**config.mk**
```make
export PLATFORM = sky130hd
export DESIGN_NAME = ctrl_loop_seq_flat
export DESIGN_NICKNAME = d
export VERILOG_FILES = /design/src/rtl/ctrl_loop_seq_pkg.sv /design/src/rtl/ctrl_loop_seq_if.sv /design/src/rtl/ctrl_loop_seq_delay_line.sv /design/src/rtl/ctrl_loop_seq.sv /design/src/flat_wrapper.sv
export SDC_FILE = /design/constraint.sdc
export NUM_CORES = 1
export LEC_CHECK = 0
export CAP_MARGIN = 30
export CORE_MARGIN = 4
export CORE_UTILIZATION = 55
export CTS_BUF_LIST = sky130_fd_sc_hd__clkbuf_4 sky130_fd_sc_hd__clkbuf_8 sky130_fd_sc_hd__clkbuf_16
export DETAILED_ROUTE_END_ITERATION = 10
export GPL_TIMING_DRIVEN = 0
export PLACE_DENSITY = 0.85
export SYNTH_ARGS = -nofsm -noshare
export SYNTH_HDL_FRONTEND = slang
export SYNTH_HIERARCHICAL = 1
export SYNTH_SLANG_ARGS = --single-unit
```
**constraint.sdc**
```tcl
create_clock -name clk -period 7.15 [get_ports clk]
set_input_delay 1.43 -clock clk [delete_from_list [all_inputs] [get_ports clk]]
set_output_delay 1.43 -clock clk [all_outputs]
set_load 0.05 [all_outputs]
```
**src/rtl/ctrl_loop_seq_pkg.sv**
```systemverilog
// Shared types for the control-loop sequencer: FSM state and the bundled
// {start,valid,stop} control word carried through the delay line.
package ctrl_pkg;

  typedef enum logic [2:0] {
    S_IDLE,
    S_START,
    S_RUN,
    S_STOP,
    S_DRAIN
  } state_t;

  typedef struct packed {
    logic start;
    logic valid;
    logic stop;
  } ctrl_reg;

  function automatic ctrl_reg pack_ctrl(input logic start, input logic valid, input logic stop);
    ctrl_reg w;
    w.start = start;
    w.valid = valid;
    w.stop  = stop;
    return w;
  endfunction

endpackage

```
**src/rtl/ctrl_loop_seq_if.sv**
```systemverilog
// Control bus between the sequencer (master) and one compute stage (slave).
interface ctrl_loop_seq_if;
  logic [31:0] delay;
  logic        start;
  logic        valid;
  logic        ready;
  logic        stop;

  modport master (output delay, output start, output valid, output stop, input ready);
  modport slave  (input delay, input start, input valid, input stop, output ready);
endinterface

```
**src/rtl/ctrl_loop_seq_delay_line.sv**
```systemverilog
// Fixed-depth shift register of control words, modelling the stage's pipeline latency.
module ctrl_delay_line
  import ctrl_pkg::*;
#(
  parameter int unsigned DELAY = 3
) (
  input  logic    clk,
  input  logic    xrst,
  input  ctrl_reg din,
  output ctrl_reg dout,
  output logic    tap_stop
);

  ctrl_reg stage_q [DELAY];
  ctrl_reg stage_d [DELAY];

  always_comb begin
    stage_d[0] = din;
    for (int unsigned i = 1; i < DELAY; i++) begin
      stage_d[i] = stage_q[i-1];
    end
  end

  always_ff @(posedge clk or negedge xrst) begin
    if (!xrst) begin
      stage_q <= '{default: '0};
    end else begin
      stage_q <= stage_d;
    end
  end

  assign dout = stage_q[DELAY-1];

  // tap_stop is the stop bit one cycle before it reaches dout, so ack can be registered
  generate
    if (DELAY == 1) begin : g_tap_in
      assign tap_stop = din.stop;
    end else begin : g_tap_stage
      assign tap_stop = stage_q[DELAY-2].stop;
    end
  endgenerate

endmodule

```
**src/rtl/ctrl_loop_seq.sv**
```systemverilog
// Run sequencer: issues start / per-element valid / stop to one stage and a copy of
// that control delayed by the stage latency; handshakes with the scheduler via req/ack.
module ctrl_loop_seq
  import ctrl_pkg::*;
#(
  parameter int unsigned LWIDTH = 16,
  parameter int unsigned DELAY  = 3
) (
  input  logic              clk,
  input  logic              xrst,
  input  logic              req,
  input  logic [LWIDTH-1:0] size,
  output logic              busy,
  output logic              ack,
  ctrl_loop_seq_if.master   ctrl,
  output logic              out_start,
  output logic              out_valid,
  output logic              out_stop
);

  state_t            state_q, state_d;
  logic [LWIDTH-1:0] cnt_q, cnt_d;
  logic [LWIDTH-1:0] size_q, size_d;
  logic              start_q, start_d;
  logic              valid_q, valid_d;
  logic              stop_q, stop_d;
  logic              busy_q, busy_d;
  logic              ack_q, ack_d;
  logic              beat;
  logic              tap_stop;
  ctrl_reg           dl_in, dl_out;

  assign beat = valid_q && ctrl.ready;

  always_comb begin
    state_d = state_q;
    cnt_d   = cnt_q;
    size_d  = size_q;
    start_d = 1'b0;
    valid_d = valid_q;
    stop_d  = 1'b0;
    ack_d   = 1'b0;
    case (state_q)
      S_IDLE: begin
        if (req) begin
          size_d  = size;
          cnt_d   = '0;
          start_d = 1'b1;
          state_d = S_START;
        end
      end
      S_START: begin
        if (size_q == '0) begin
          stop_d  = 1'b1;
          state_d = S_STOP;
        end else begin
          valid_d = 1'b1;
          state_d = S_RUN;
        end
      end
      S_RUN: begin
        if (beat) begin
          if (cnt_q == size_q - LWIDTH'(1)) begin
            valid_d = 1'b0;
            stop_d  = 1'b1;
            state_d = S_STOP;
          end else begin
            cnt_d = cnt_q + LWIDTH'(1);
          end
        end
      end
      S_STOP: begin
        ack_d   = tap_stop;
        state_d = S_DRAIN;
      end
      S_DRAIN: begin
        ack_d = tap_stop;
        if (ack_q) begin
          state_d = S_IDLE;
        end
      end
      default: begin
        valid_d = 1'b0;
        state_d = S_IDLE;
      end
    endcase
    busy_d = (state_d != S_IDLE);
  end

  always_ff @(posedge clk or negedge xrst) begin
    if (!xrst) begin
      state_q <= S_IDLE;
      cnt_q   <= '0;
      size_q  <= '0;
      start_q <= 1'b0;
      valid_q <= 1'b0;
      stop_q  <= 1'b0;
      busy_q  <= 1'b0;
      ack_q   <= 1'b0;
    end else begin
      state_q <= state_d;
      cnt_q   <= cnt_d;
      size_q  <= size_d;
      start_q <= start_d;
      valid_q <= valid_d;
      stop_q  <= stop_d;
      busy_q  <= busy_d;
      ack_q   <= ack_d;
    end
  end

  // Only accepted beats enter the delay line, so out_valid pulses exactly size times
  assign dl_in = pack_ctrl(start_q, beat, stop_q);

  ctrl_delay_line #(
    .DELAY (DELAY)
  ) u_delay_line (
    .clk      (clk),
    .xrst     (xrst),
    .din      (dl_in),
    .dout     (dl_out),
    .tap_stop (tap_stop)
  );

  assign ctrl.delay = 32'(DELAY);
  assign ctrl.start = start_q;
  assign ctrl.valid = valid_q;
  assign ctrl.stop  = stop_q;
  assign busy       = busy_q;
  assign ack        = ack_q;
  assign out_start  = dl_out.start;
  assign out_valid  = dl_out.valid;
  assign out_stop   = dl_out.stop;

endmodule
```
**src/flat_wrapper.sv**
```systemverilog
// flat-port wrapper written by rule: the top's interface ports become plain ports
module ctrl_loop_seq_flat import ctrl_pkg::*;
#(
  parameter int unsigned LWIDTH = 16,
  parameter int unsigned DELAY  = 3
)
  (clk, xrst, req, size, busy, ack, out_start, out_valid, out_stop, ctrl_delay, ctrl_start, ctrl_valid, ctrl_stop, ctrl_ready);
  ctrl_loop_seq_if ctrl_i ();
  input  logic clk;
  input  logic xrst;
  input  logic req;
  input  logic [LWIDTH-1:0] size;
  output logic busy;
  output logic ack;
  output logic out_start;
  output logic out_valid;
  output logic out_stop;
  output wire logic [$bits(ctrl_i.delay)-1:0] ctrl_delay;
  output wire logic [$bits(ctrl_i.start)-1:0] ctrl_start;
  output wire logic [$bits(ctrl_i.valid)-1:0] ctrl_valid;
  output wire logic [$bits(ctrl_i.stop)-1:0] ctrl_stop;
  input wire logic [$bits(ctrl_i.ready)-1:0] ctrl_ready;
  assign ctrl_delay = ctrl_i.delay;
  assign ctrl_start = ctrl_i.start;
  assign ctrl_valid = ctrl_i.valid;
  assign ctrl_stop = ctrl_i.stop;
  assign ctrl_i.ready = ctrl_ready;
  ctrl_loop_seq #(.LWIDTH(LWIDTH), .DELAY(DELAY)) u_core (.clk(clk), .xrst(xrst), .req(req), .size(size), .busy(busy), .ack(ack), .ctrl(ctrl_i), .out_start(out_start), .out_valid(out_valid), .out_stop(out_stop));
endmodule
```
==> impl_metrics.tcl <==
set metrics [dict create \
    status "finished clean" \
    yosys_warnings 6 \
    slew_violations 0 \
    synth.avg_cell_area_um2 8.80 \
    dp_hpwl_mm 4.95 \
    rsz0062_at_grt "false" \
    grt-ovfl-total 0 \
    ctsResizeCount 0 \
    drv_cap 0 \
    end_kind "flip-flop" \
    first_pass_iters 4 \
    die_w_um 80.7 \
    finalSetupViolCount 0 \
    cts_tree "yes" \
    diodes 0 \
    worstPathMaxFanout 10 \
    ys_ff_latch 49 \
    p_leak_nw 1.62 \
    core_region_area_um2 5110 \
    ant_nets 0 \
    crit_buf_inv 3 \
    die_area_um2 6510 \
    grt_pass1_wl_mm 10.4 \
    syn_to_final_growth_pct 19.9 \
    slew_headroom 0.558 \
    crit_top_cell "nor4_1" \
    synth_area_um2 2910 \
    post-route-util 0.682 \
    tightest_slew_ns 0.646 \
    cp-start-kind "flip-flop" \
    rows 26 \
    synth.yosys.seq_area_share 0.422 \
    cts.path.max_buffers 2 \
    wl_per_cell_um 14.1 \
    crit_type "flip-flop to flip-flop" \
    crit_chain "inv_1 -> ha_1 -> nor3b_1 -> nand2_1 -> a2111oi_0 -> nor4_1 -> and4_1 -> buf_6 -> buf_12 -> nor4_1 -> mux2i_1" \
    reg2reg_setup_slack_ns 3.81 \
    cts_buffers 5 \
    cts-root-buf "clkbuf_8" \
    hold_viol 0 \
    min_period_ns 3.34 \
    viasPerCell 5.18 \
    wl_mm 6.56 \
    fin_setup_tns_ns 0 \
    cp_slowest_cell "a2111oi_0" \
    clk_latency_ns 0.29 \
    layout-drive-gt1-share 0.141 \
    fmax_mhz 299 \
    synth_edf_count 0 \
    async_flop_share 1.00 \
    place.gp.congestion 1.01 \
    grt_max_degree 29 \
    antenna_found_initial 0 \
    min_path_type "flip-flop to flip-flop" \
    yosysUniqueCellTypes 46 \
    crit_path_max_incr_delay_ns 0.61 \
    grt_pass1_vias 2236 \
    critical_path_arrival_ns 3.56 \
    cts_hold_buf 0 \
    cts.sinks 49 \
    grt_usage 0.209 \
    ir_worst_vdd_uv 154 \
    path_clk_slew_ns 0.09 \
    drt_iter0_drc 225 \
    cts_htree_levels 2 \
    required_ns 7.37 \
    power.density_nw_per_um2 320 \
    min_period_over_period 0.467 \
    via_count 2412 \
    synth_cells 330 \
    fp.dieH_um 80.7 \
    path_delay_family "simple AND/OR/NAND/NOR gates" \
    nets 417 \
    fillers 431 \
    ys.flop_type "dfrtp_1" \
    portBuffers 27 \
    post_cts_buffers 0 \
    post-route-drc-count 0 \
    fin_skew_ns 0.00341 \
    ios 60 \
    start_util 0.569 \
]
power breakdown:
| group | switching [mW] | internal [mW] | total (mW) |
|---|---|---|---|
| sequential | 0.0876 | 0.350 | 0.438 |
| combinational | 0.320 | 0.192 | 0.512 |
| clock | 0.0891 | 0.0770 | 0.166 |
layout make-up:
type / instances / area [µm²] / area share
Tap cell: 70 / 87.6 / 0.0252
Clock inverter: 1 / 7.51 / 0.00216
Inverter: 7 / 26.3 / 0.00755
Timing Repair Buffer: 28 / 285 / 0.0819
Sequential cell: 49 / 1230 / 0.352
Multi-Input combinational cell: 257 / 1430 / 0.411
Clock buffer: 7 / 83.8 / 0.0241
Buffer: 47 / 334 / 0.0959
cells in the mapped netlist, drive strengths merged (4+ instances only):
| master | instances | area share |
|---|---|---|
| dfrtp | 49 | 0.42 |
| nand3b | 4 | 0.010 |
| buf | 39 | 0.10 |
| or3 | 6 | 0.014 |
| a21oi | 13 | 0.022 |
| or4 | 11 | 0.031 |
| nor4 | 5 | 0.011 |
| nor3 | 8 | 0.014 |
| xor2 | 12 | 0.036 |
| nand2 | 68 | 0.088 |
| o211ai | 5 | 0.013 |
| nor2 | 14 | 0.018 |
| inv | 7 | 0.0090 |
| nand3 | 11 | 0.019 |
| xnor2 | 9 | 0.030 |
| clkbuf | 8 | 0.010 |
| o31ai | 5 | 0.013 |
| and2 | 4 | 0.0086 |
| mux2i | 6 | 0.021 |
| o21ai | 13 | 0.022 |
per-layer routing:
metal | vias up | routed length (µm) | track usage
met5 | - | 0 | 0
met4 | 0 | 108 | 0.0777
met3 | 8 | 432 | 0.0269
met2 | 84 | 3330 | 0.370
met1 | 1117 | 2680 | 0.260
li1 | 1203 | - | -
metrics by stage:
stage          hold slack [ns]  instance area (µm²)  total power [mW]  std cells  setup slack, ns
6_report                 0.353                 3480              1.12        466             3.81
5_1_grt                  0.359                 3480              1.19        466             3.69
4_1_cts                  0.355                 3480              1.11        466             3.93
3_5_place_dp             0.335                 3390             0.942        458             3.74
3_3_place_gp             0.332                 3380             0.912        457             3.32
2_1_floorplan            0.331                 3020             0.799        360             4.34
sequential cells by signal (all words and copies together), names as in the netlist:
signal,cells
u_core/size_q,16
u_core/busy,1
u_core/state_q,3
u_core/u_delay_line/tap_stop,1
u_core/ctrl.stop,1
u_core/u_delay_line/dout,3
u_core/u_delay_line/stage_d,5
u_core/cnt_q,16
u_core/ack,1
u_core/ctrl.valid,1
u_core/ctrl.start,1
logic make-up (layout without fill, tap and decap cells):
kind of cell,after synthesis,after routing,synth area share
flops,49,49,0.422
compound gates,47,47,0.101
simple gates,149,149,0.255
other cells,2,32,0.00258
fa+ha+maj,2,2,0.00861
buf+inv,54,90,0.124
xor+xnor,21,21,0.0659
mux,6,6,0.0207
path summary, 6_finish.rpt:
path                                                          start                                       end  cells after the start
min in group asynchronous                                      xrst    u_core/u_delay_line/tap_stop$_DFF_PN0_                      1
hold / removal             u_core/u_delay_line/stage_d[4]$_DFF_PN0_  u_core/u_delay_line/stage_d[1]$_DFF_PN0_                      0
max in group asynchronous                                      xrst               u_core/cnt_q[8]$_DFFE_PN0P_                      2
hold reg to reg            u_core/u_delay_line/stage_d[4]$_DFF_PN0_  u_core/u_delay_line/stage_d[1]$_DFF_PN0_                      0
setup / recovery                       u_core/size_q[0]$_DFFE_PN0P_              u_core/cnt_q[15]$_DFFE_PN0P_                     11
setup reg to reg                       u_core/size_q[0]$_DFFE_PN0P_              u_core/cnt_q[15]$_DFFE_PN0P_                     11
cells in the final DEF (no fill, tap or decap), types with 11 or more instances in the layout:
| master | instances |
|---|---|
| a21oi_1 | 13 |
| buf_4 | 32 |
| clkdlybuf4s50_1 | 26 |
| conb_1 | 32 |
| dfrtp_1 | 49 |
| nand2_1 | 68 |
| nand3_1 | 11 |
| nor2_1 | 14 |
| o21ai_0 | 11 |
| xor2_1 | 12 |
(Power assumes the default switching activity.)
